[src/rtl/core_pkg.sv]
// core_pkg
// Shared definitions for the integer pipeline: datapath and register-address
// widths, the branch-type encoding carried down the pipe, and the ALU
// operation encoding used by the execute stage.
// No ports (package).

package core_pkg;

  localparam int XLEN = 32;
  localparam int RA_W = 5;

  // Branch type travels with the instruction. The fourth code is unused and
  // behaves exactly like "no branch" wherever it is decoded.
  typedef enum logic [1:0] {
    BR_NONE = 2'b00,
    BR_BEQ  = 2'b01,
    BR_BNE  = 2'b10,
    BR_RSVD = 2'b11
  } br_type_e;

  typedef enum logic [2:0] {
    ALU_ADD = 3'd0,
    ALU_SUB = 3'd1,
    ALU_AND = 3'd2,
    ALU_OR  = 3'd3,
    ALU_XOR = 3'd4,
    ALU_SLT = 3'd5
  } alu_op_e;

endpackage

[src/rtl/ex_mem_stage_if.sv]
// ex_mem_stage_if
// Bundles the EX-side inputs and MEM-side outputs of the EX/MEM stage.
//   slave  : the stage itself (consumes ex_* and mem_stall, drives the rest)
//   master : whatever feeds the stage and observes its results
// EX side  : ex_valid, ex_alu_result, ex_zero_flag, ex_rs2_data, ex_rd,
//            ex_reg_write, ex_mem_read, ex_mem_write, ex_branch_type,
//            ex_branch_target, mem_stall
// MEM side : mem_valid, mem_alu_result, mem_store_data, mem_rd,
//            mem_reg_write, mem_mem_read, mem_mem_write, fwd_en, fwd_rd,
//            fwd_data, load_use_pending, branch_taken, branch_target,
//            taken_count

interface ex_mem_stage_if;
  import core_pkg::*;

  logic            ex_valid;
  logic [XLEN-1:0] ex_alu_result;
  logic            ex_zero_flag;
  logic [XLEN-1:0] ex_rs2_data;
  logic [RA_W-1:0] ex_rd;
  logic            ex_reg_write;
  logic            ex_mem_read;
  logic            ex_mem_write;
  logic [1:0]      ex_branch_type;
  logic [XLEN-1:0] ex_branch_target;
  logic            mem_stall;

  logic            mem_valid;
  logic [XLEN-1:0] mem_alu_result;
  logic [XLEN-1:0] mem_store_data;
  logic [RA_W-1:0] mem_rd;
  logic            mem_reg_write;
  logic            mem_mem_read;
  logic            mem_mem_write;
  logic            fwd_en;
  logic [RA_W-1:0] fwd_rd;
  logic [XLEN-1:0] fwd_data;
  logic            load_use_pending;
  logic            branch_taken;
  logic [XLEN-1:0] branch_target;
  logic [31:0]     taken_count;

  modport master (
    output ex_valid, ex_alu_result, ex_zero_flag, ex_rs2_data, ex_rd,
           ex_reg_write, ex_mem_read, ex_mem_write, ex_branch_type,
           ex_branch_target, mem_stall,
    input  mem_valid, mem_alu_result, mem_store_data, mem_rd,
           mem_reg_write, mem_mem_read, mem_mem_write, fwd_en, fwd_rd,
           fwd_data, load_use_pending, branch_taken, branch_target,
           taken_count
  );

  modport slave (
    input  ex_valid, ex_alu_result, ex_zero_flag, ex_rs2_data, ex_rd,
           ex_reg_write, ex_mem_read, ex_mem_write, ex_branch_type,
           ex_branch_target, mem_stall,
    output mem_valid, mem_alu_result, mem_store_data, mem_rd,
           mem_reg_write, mem_mem_read, mem_mem_write, fwd_en, fwd_rd,
           fwd_data, load_use_pending, branch_taken, branch_target,
           taken_count
  );

endinterface

[src/rtl/ex_mem_stage_branch_resolver.sv]
// branch_resolver
// Combinational BEQ/BNE decision from the branch type and the ALU zero flag.
//   branch_type in  br_type_e  branch kind of the instruction in MEM
//   zero_flag   in  1          ALU result was zero
//   taken       out 1          branch condition satisfied

module branch_resolver
  import core_pkg::*;
(
  input  br_type_e branch_type,
  input  logic     zero_flag,
  output logic     taken
);

  // BR_NONE and the reserved code both fall into the default arm.
  always_comb begin
    taken = 1'b0;
    case (branch_type)
      BR_BEQ:  taken = zero_flag;
      BR_BNE:  taken = !zero_flag;
      default: taken = 1'b0;
    endcase
  end

endmodule

[src/rtl/ex_mem_stage.sv]
// ex_mem_stage
// EX/MEM pipeline register. Captures the ALU result, zero flag, store data and
// control bits each cycle, resolves BEQ/BNE from the captured zero flag and
// emits a one-cycle redirect pulse, drives the MEM->EX forwarding bus and the
// load-use indication, and counts taken branches.
//   clk  in  rising-edge clock
//   rst  in  synchronous active-high reset
//   bus  ex_mem_stage_if.slave  (EX-side inputs, MEM-side outputs)

module ex_mem_stage
  import core_pkg::*;
(
  input logic           clk,
  input logic           rst,
  ex_mem_stage_if.slave bus
);

  logic            mem_valid_q;
  logic [XLEN-1:0] mem_alu_result_q;
  logic [XLEN-1:0] mem_store_data_q;
  logic [RA_W-1:0] mem_rd_q;
  logic            mem_reg_write_q;
  logic            mem_mem_read_q;
  logic            mem_mem_write_q;
  br_type_e        mem_branch_type_q;
  logic            mem_zero_q;
  logic [XLEN-1:0] branch_target_q;
  logic            redirect_done_q;
  logic [31:0]     taken_count_q;

  logic            resolved_taken;
  logic            branch_taken;
  logic            cap;
  logic            ex_live;

  branch_resolver u_branch_resolver (
    .branch_type (mem_branch_type_q),
    .zero_flag   (mem_zero_q),
    .taken       (resolved_taken)
  );

  // redirect_done masks the pulse after it has fired once, so a branch that
  // sits in MEM during a stall does not redirect the front end repeatedly.
  assign branch_taken = mem_valid_q & resolved_taken & ~redirect_done_q;

  // The instruction in EX during a redirect is on the wrong path, so the
  // stage refuses it even though the pipe is not stalled.
  assign cap     = ~bus.mem_stall & ~branch_taken;
  assign ex_live = bus.ex_valid;

  always_ff @(posedge clk) begin
    if (rst) begin
      mem_valid_q       <= 1'b0;
      mem_alu_result_q  <= '0;
      mem_store_data_q  <= '0;
      mem_rd_q          <= '0;
      mem_reg_write_q   <= 1'b0;
      mem_mem_read_q    <= 1'b0;
      mem_mem_write_q   <= 1'b0;
      mem_branch_type_q <= BR_NONE;
      mem_zero_q        <= 1'b0;
      branch_target_q   <= '0;
      redirect_done_q   <= 1'b0;
      taken_count_q     <= '0;
    end else begin
      if (branch_taken) begin
        taken_count_q   <= taken_count_q + 32'd1;
        redirect_done_q <= 1'b1;
      end

      if (cap) begin
        // Bubbles carry no side effects: their control bits are zeroed here
        // rather than trusting whatever EX left on the wires.
        mem_valid_q       <= ex_live;
        mem_alu_result_q  <= bus.ex_alu_result;
        mem_store_data_q  <= bus.ex_rs2_data;
        mem_rd_q          <= bus.ex_rd;
        mem_reg_write_q   <= ex_live & bus.ex_reg_write;
        mem_mem_read_q    <= ex_live & bus.ex_mem_read;
        mem_mem_write_q   <= ex_live & bus.ex_mem_write;
        mem_branch_type_q <= ex_live ? br_type_e'(bus.ex_branch_type) : BR_NONE;
        mem_zero_q        <= bus.ex_zero_flag;
        branch_target_q   <= bus.ex_branch_target;
        redirect_done_q   <= 1'b0;
      end else if (!bus.mem_stall) begin
        // Wrong-path kill: datapath values are left as-is, only the entry's
        // validity and side-effecting control bits are dropped.
        mem_valid_q       <= 1'b0;
        mem_reg_write_q   <= 1'b0;
        mem_mem_read_q    <= 1'b0;
        mem_mem_write_q   <= 1'b0;
        mem_branch_type_q <= BR_NONE;
      end
    end
  end

  assign bus.mem_valid      = mem_valid_q;
  assign bus.mem_alu_result = mem_alu_result_q;
  assign bus.mem_store_data = mem_store_data_q;
  assign bus.mem_rd         = mem_rd_q;
  assign bus.mem_reg_write  = mem_reg_write_q;
  assign bus.mem_mem_read   = mem_mem_read_q;
  assign bus.mem_mem_write  = mem_mem_write_q;

  // A load's value is not available until after the memory access, so it is
  // reported as a load-use hazard instead of being forwarded. x0 is never a
  // real dependency.
  assign bus.fwd_en           = mem_valid_q & mem_reg_write_q & ~mem_mem_read_q &
                                (mem_rd_q != '0);
  assign bus.fwd_rd           = mem_rd_q;
  assign bus.fwd_data         = mem_alu_result_q;
  assign bus.load_use_pending = mem_valid_q & mem_mem_read_q & (mem_rd_q != '0);

  assign bus.branch_taken  = branch_taken;
  assign bus.branch_target = branch_target_q;
  assign bus.taken_count   = taken_count_q;

endmodule

[src/flat_wrapper.sv]
// flat-port wrapper written by rule: the top's interface ports become plain ports
module ex_mem_stage_flat import core_pkg::*;
  (clk, rst, bus_ex_valid, bus_ex_alu_result, bus_ex_zero_flag, bus_ex_rs2_data, bus_ex_rd, bus_ex_reg_write, bus_ex_mem_read, bus_ex_mem_write, bus_ex_branch_type, bus_ex_branch_target, bus_mem_stall, bus_mem_valid, bus_mem_alu_result, bus_mem_store_data, bus_mem_rd, bus_mem_reg_write, bus_mem_mem_read, bus_mem_mem_write, bus_fwd_en, bus_fwd_rd, bus_fwd_data, bus_load_use_pending, bus_branch_taken, bus_branch_target, bus_taken_count);
  ex_mem_stage_if bus_i ();
  input logic clk;
  input logic rst;
  input wire logic [$bits(bus_i.ex_valid)-1:0] bus_ex_valid;
  input wire logic [$bits(bus_i.ex_alu_result)-1:0] bus_ex_alu_result;
  input wire logic [$bits(bus_i.ex_zero_flag)-1:0] bus_ex_zero_flag;
  input wire logic [$bits(bus_i.ex_rs2_data)-1:0] bus_ex_rs2_data;
  input wire logic [$bits(bus_i.ex_rd)-1:0] bus_ex_rd;
  input wire logic [$bits(bus_i.ex_reg_write)-1:0] bus_ex_reg_write;
  input wire logic [$bits(bus_i.ex_mem_read)-1:0] bus_ex_mem_read;
  input wire logic [$bits(bus_i.ex_mem_write)-1:0] bus_ex_mem_write;
  input wire logic [$bits(bus_i.ex_branch_type)-1:0] bus_ex_branch_type;
  input wire logic [$bits(bus_i.ex_branch_target)-1:0] bus_ex_branch_target;
  input wire logic [$bits(bus_i.mem_stall)-1:0] bus_mem_stall;
  output wire logic [$bits(bus_i.mem_valid)-1:0] bus_mem_valid;
  output wire logic [$bits(bus_i.mem_alu_result)-1:0] bus_mem_alu_result;
  output wire logic [$bits(bus_i.mem_store_data)-1:0] bus_mem_store_data;
  output wire logic [$bits(bus_i.mem_rd)-1:0] bus_mem_rd;
  output wire logic [$bits(bus_i.mem_reg_write)-1:0] bus_mem_reg_write;
  output wire logic [$bits(bus_i.mem_mem_read)-1:0] bus_mem_mem_read;
  output wire logic [$bits(bus_i.mem_mem_write)-1:0] bus_mem_mem_write;
  output wire logic [$bits(bus_i.fwd_en)-1:0] bus_fwd_en;
  output wire logic [$bits(bus_i.fwd_rd)-1:0] bus_fwd_rd;
  output wire logic [$bits(bus_i.fwd_data)-1:0] bus_fwd_data;
  output wire logic [$bits(bus_i.load_use_pending)-1:0] bus_load_use_pending;
  output wire logic [$bits(bus_i.branch_taken)-1:0] bus_branch_taken;
  output wire logic [$bits(bus_i.branch_target)-1:0] bus_branch_target;
  output wire logic [$bits(bus_i.taken_count)-1:0] bus_taken_count;
  assign bus_i.ex_valid = bus_ex_valid;
  assign bus_i.ex_alu_result = bus_ex_alu_result;
  assign bus_i.ex_zero_flag = bus_ex_zero_flag;
  assign bus_i.ex_rs2_data = bus_ex_rs2_data;
  assign bus_i.ex_rd = bus_ex_rd;
  assign bus_i.ex_reg_write = bus_ex_reg_write;
  assign bus_i.ex_mem_read = bus_ex_mem_read;
  assign bus_i.ex_mem_write = bus_ex_mem_write;
  assign bus_i.ex_branch_type = bus_ex_branch_type;
  assign bus_i.ex_branch_target = bus_ex_branch_target;
  assign bus_i.mem_stall = bus_mem_stall;
  assign bus_mem_valid = bus_i.mem_valid;
  assign bus_mem_alu_result = bus_i.mem_alu_result;
  assign bus_mem_store_data = bus_i.mem_store_data;
  assign bus_mem_rd = bus_i.mem_rd;
  assign bus_mem_reg_write = bus_i.mem_reg_write;
  assign bus_mem_mem_read = bus_i.mem_mem_read;
  assign bus_mem_mem_write = bus_i.mem_mem_write;
  assign bus_fwd_en = bus_i.fwd_en;
  assign bus_fwd_rd = bus_i.fwd_rd;
  assign bus_fwd_data = bus_i.fwd_data;
  assign bus_load_use_pending = bus_i.load_use_pending;
  assign bus_branch_taken = bus_i.branch_taken;
  assign bus_branch_target = bus_i.branch_target;
  assign bus_taken_count = bus_i.taken_count;
  ex_mem_stage u_core (.clk(clk), .rst(rst), .bus(bus_i));
endmodule
[config.mk]
export PLATFORM = sky130hd
export DESIGN_NAME = ex_mem_stage_flat
export DESIGN_NICKNAME = d
export VERILOG_FILES = /design/src/rtl/core_pkg.sv /design/src/rtl/ex_mem_stage_if.sv /design/src/rtl/ex_mem_stage_branch_resolver.sv /design/src/rtl/ex_mem_stage.sv /design/src/flat_wrapper.sv
export SDC_FILE = /design/constraint.sdc
export NUM_CORES = 1
export LEC_CHECK = 0
export BUFFER_PORTS_ARGS = -buffer_cell sky130_fd_sc_hd__clkbuf_2
export CAP_MARGIN = 20
export CORE_MARGIN = 2
export CORE_UTILIZATION = 41
export DETAILED_ROUTE_END_ITERATION = 16
export GPL_TIMING_DRIVEN = 0
export PLACE_DENSITY_LB_ADDON = 0.12
export SKIP_CTS_REPAIR_TIMING = 1
export SYNTH_ARGS = -nofsm -noshare
export SYNTH_HDL_FRONTEND = slang
export SYNTH_SLANG_ARGS = --single-unit
export TNS_END_PERCENT = 50
[constraint.sdc]
create_clock -name clk -period 2.2 [get_ports clk]
set_clock_uncertainty 0.2 [all_clocks]
set_input_delay 0.55 -clock clk [delete_from_list [all_inputs] [get_ports clk]]
set_output_delay 0.55 -clock clk [all_outputs]
set_load 0.01 [all_outputs]
==> run metrics <==
Root Driver=clkbuf_16; Synth top area share=0.506; starting density of the core=0.421; CP max-delay cell=or4_4; Final Hold Fails=0; pwr/cell area=785 nW/um2; critical path class=reg -> out; hold_ws=0.147 ns; Syn-to-layout area delta=42.3%; design area=7940 um2; vias in the first global route=5099; Worst-Margin Slew=0.587 ns; GRT met2 Usage=0.365; initial DRC count=315; routed via count=5633; Tcrit/Tclk final=1.10; crit path max fanout=4; clock slew at reported path FFs=0.06 ns; Required @ worst endpoint=1.45 ns; critical-path cell list=or4_4, o21ai_4, nor3b_1, clkbuf_2; count of state elements after synthesis=141; core area=13200 um2; met1 global-route usage=0.271; Antenna Nets Post-Route=0; synthesized net count=816; Critical Path End=bus_fwd_en; post-placement cell count=1166; post-synth top area cell=dfxtp_1; Final WS setup=-0.228 ns; global-route wire length before repair=25600 um; Most Crowded Layer GR=met2; Final Util=0.600; sequential fraction of the synthesis area=0.506; Worst path max stage delay=0.54 ns; Worst R2R End=u_core.bus.taken_count[30]; max-cap viol count=0; setup TNS=-1.06 ns; wire length per cell=13.8 um; non-filler instance count after layout=1199; hold crit path type=in -> reg; Peak VDD IR=0.399 mV; RSZ-0062 raised after global routing=yes; Num CTS Buffers=17; Final setup viols=15; CTS Sinks=141; global placement routability congestion=0.808; clock buffer depth=2; Placement Setup Slack=-0.601 ns; Antenna Cells=0; H-tree depth=4; DR DRC count=0; GRT Residual Overflow=0; Slew HR=0.609; status=finished with violations; Yosys Warn Count=0; CTS tree=built; initial antenna violation count=0; I/O Pins=288; die area=14600 um2; row count=42; drt first pass iters=4; Pleak=3.70 nW; Syn Std Cell Area=5580 um2; post-synthesis cell count=704; vias per cell=4.70; ratio of cells with drive above 1 in the final layout=0.390; Die Span X=121 um; critical path launch point type=flop; Peak Freq=412 MHz; Die Height=121 um; worst reg2reg setup slack=-0.08 ns; pin count of the biggest net entering global routing=17; Worst Path Arrival=1.68 ns; Final nets=1124; synth top area cells=dfxtp_1 (51%), nand2_1 (15%), a21oi_1 (10%); GRT Util Overall=0.221; Post-synth EDFFs=0; routed wire length=16500 um; crit path launch=u_core.bus.fwd_rd[3]; fin. max-slew vios=0; Worst setup EP type=output pin; HPWL Detailed=12500 um; Async SR Flop Fraction=0; Avg Cell Area, Syn=7.93 um2; Cell variety after synth=37; violated checks=setup timing; Port Buf Inserts=286; final worst path period need=2.43 ns; met3 GRT Util=0.0712; clk_lat worst skew=0.41 ns; Primary FF master, synth=dfxtp_1; post-place instance area=7240 um2; Tot Pwr=6.23 mW; R2R depth=6; worst r2r src=u_core.mem_branch_type_q[0]
## worst min-delay path by stage
stage,start,end,slack (ns),cells after the start
floorplan,u_core.redirect_done_q,u_core.redirect_done_q,0.23,2
global placement,u_core.bus.mem_store_data[13],u_core.bus.mem_store_data[13],0.24,2
detailed placement,u_core.bus.mem_store_data[1],u_core.bus.mem_store_data[1],0.25,2
CTS,bus_ex_branch_target[7],u_core.bus.branch_target[7],0.14,3
global route,bus_ex_branch_target[7],u_core.bus.branch_target[7],0.14,3
finish,bus_ex_branch_target[1],u_core.bus.branch_target[1],0.15,3
## worst max-delay path: cells and delay by family (launching register included)
kind	cells	cell delay (ns)
flops	1	0.34
buf+inv	1	0.13
simple gates	2	0.61
compound gates	1	0.18
## logic make-up (layout without fill, tap and decap cells)
kind of cell | after synthesis | count (layout) | share of synthesized area
AO/OA/AOI/OAI | 124 | 124 | 0.115
buffers and inverters | 87 | 406 | 0.0847
XOR/XNOR | 24 | 24 | 0.0377
adder cells (fa/ha/maj) | 1 | 1 | 0.00224
multiplexers | 1 | 1 | 0.00202
AND/OR/NAND/NOR | 326 | 326 | 0.253
flip-flops | 141 | 141 | 0.506
## power by group
group	switching [mW]	internal [mW]	total, mW
registers	0.0700	2.67	2.74
logic	0.353	0.297	0.650
clock network	1.06	1.79	2.84
total	1.48	4.75	6.23
## Yosys cell counts (all sizes together), types with 5 or more instances
library cell  number
nand2            225
and3               7
nor3               5
clkbuf            38
nand2b             8
nor4              14
xnor2             21
dfxtp            141
nand3              8
a21oi            111
nand4              9
buf               43
o22ai              5
inv                5
nor2              30
## registers in the layout (all words and copies together) (netlist names)
register,flops
u_core.bus.branch_target,32
u_core.bus.fwd_data,32
u_core.bus.fwd_rd,5
u_core.bus.mem_mem_read,1
u_core.bus.mem_mem_write,1
u_core.bus.mem_reg_write,1
u_core.bus.mem_store_data,32
u_core.bus.mem_valid,1
u_core.bus.taken_count,32
u_core.mem_branch_type_q,2
u_core.mem_zero_q,1
u_core.redirect_done_q,1
## layout by cell type, fill, tap and decap left out, drive strengths merged, types with 6 or more instances in the layout
cell        n
nand2     225
nor2       30
and3        7
clkinvlp    6
dfxtp     141
buf        46
nand3       8
nand2b      8
xnor2      21
nand4       9
nor4       14
a21oi     111
clkbuf    342
## routing by layer
metal | part of all wire | vias up | wire length (um)
li1 | - | 2903 | -
met1 | 0.42 | 2511 | 6880
met2 | 0.49 | 194 | 8060
met3 | 0.075 | 25 | 1230
met4 | 0.020 | 0 | 332
met5 | 0 | - | 0
## layout make-up
cell class	instances	area (um2)
Tap cell	176	220
Sequential cell	141	2830
Clock buffer	18	439
Buffer	81	485
Fill cell	1298	5300
Clock inverter	12	148
Inverter	6	26.3
Timing Repair Buffer	289	1460
Multi-Input combinational cell	476	2330
(Power assumes the default switching activity.)
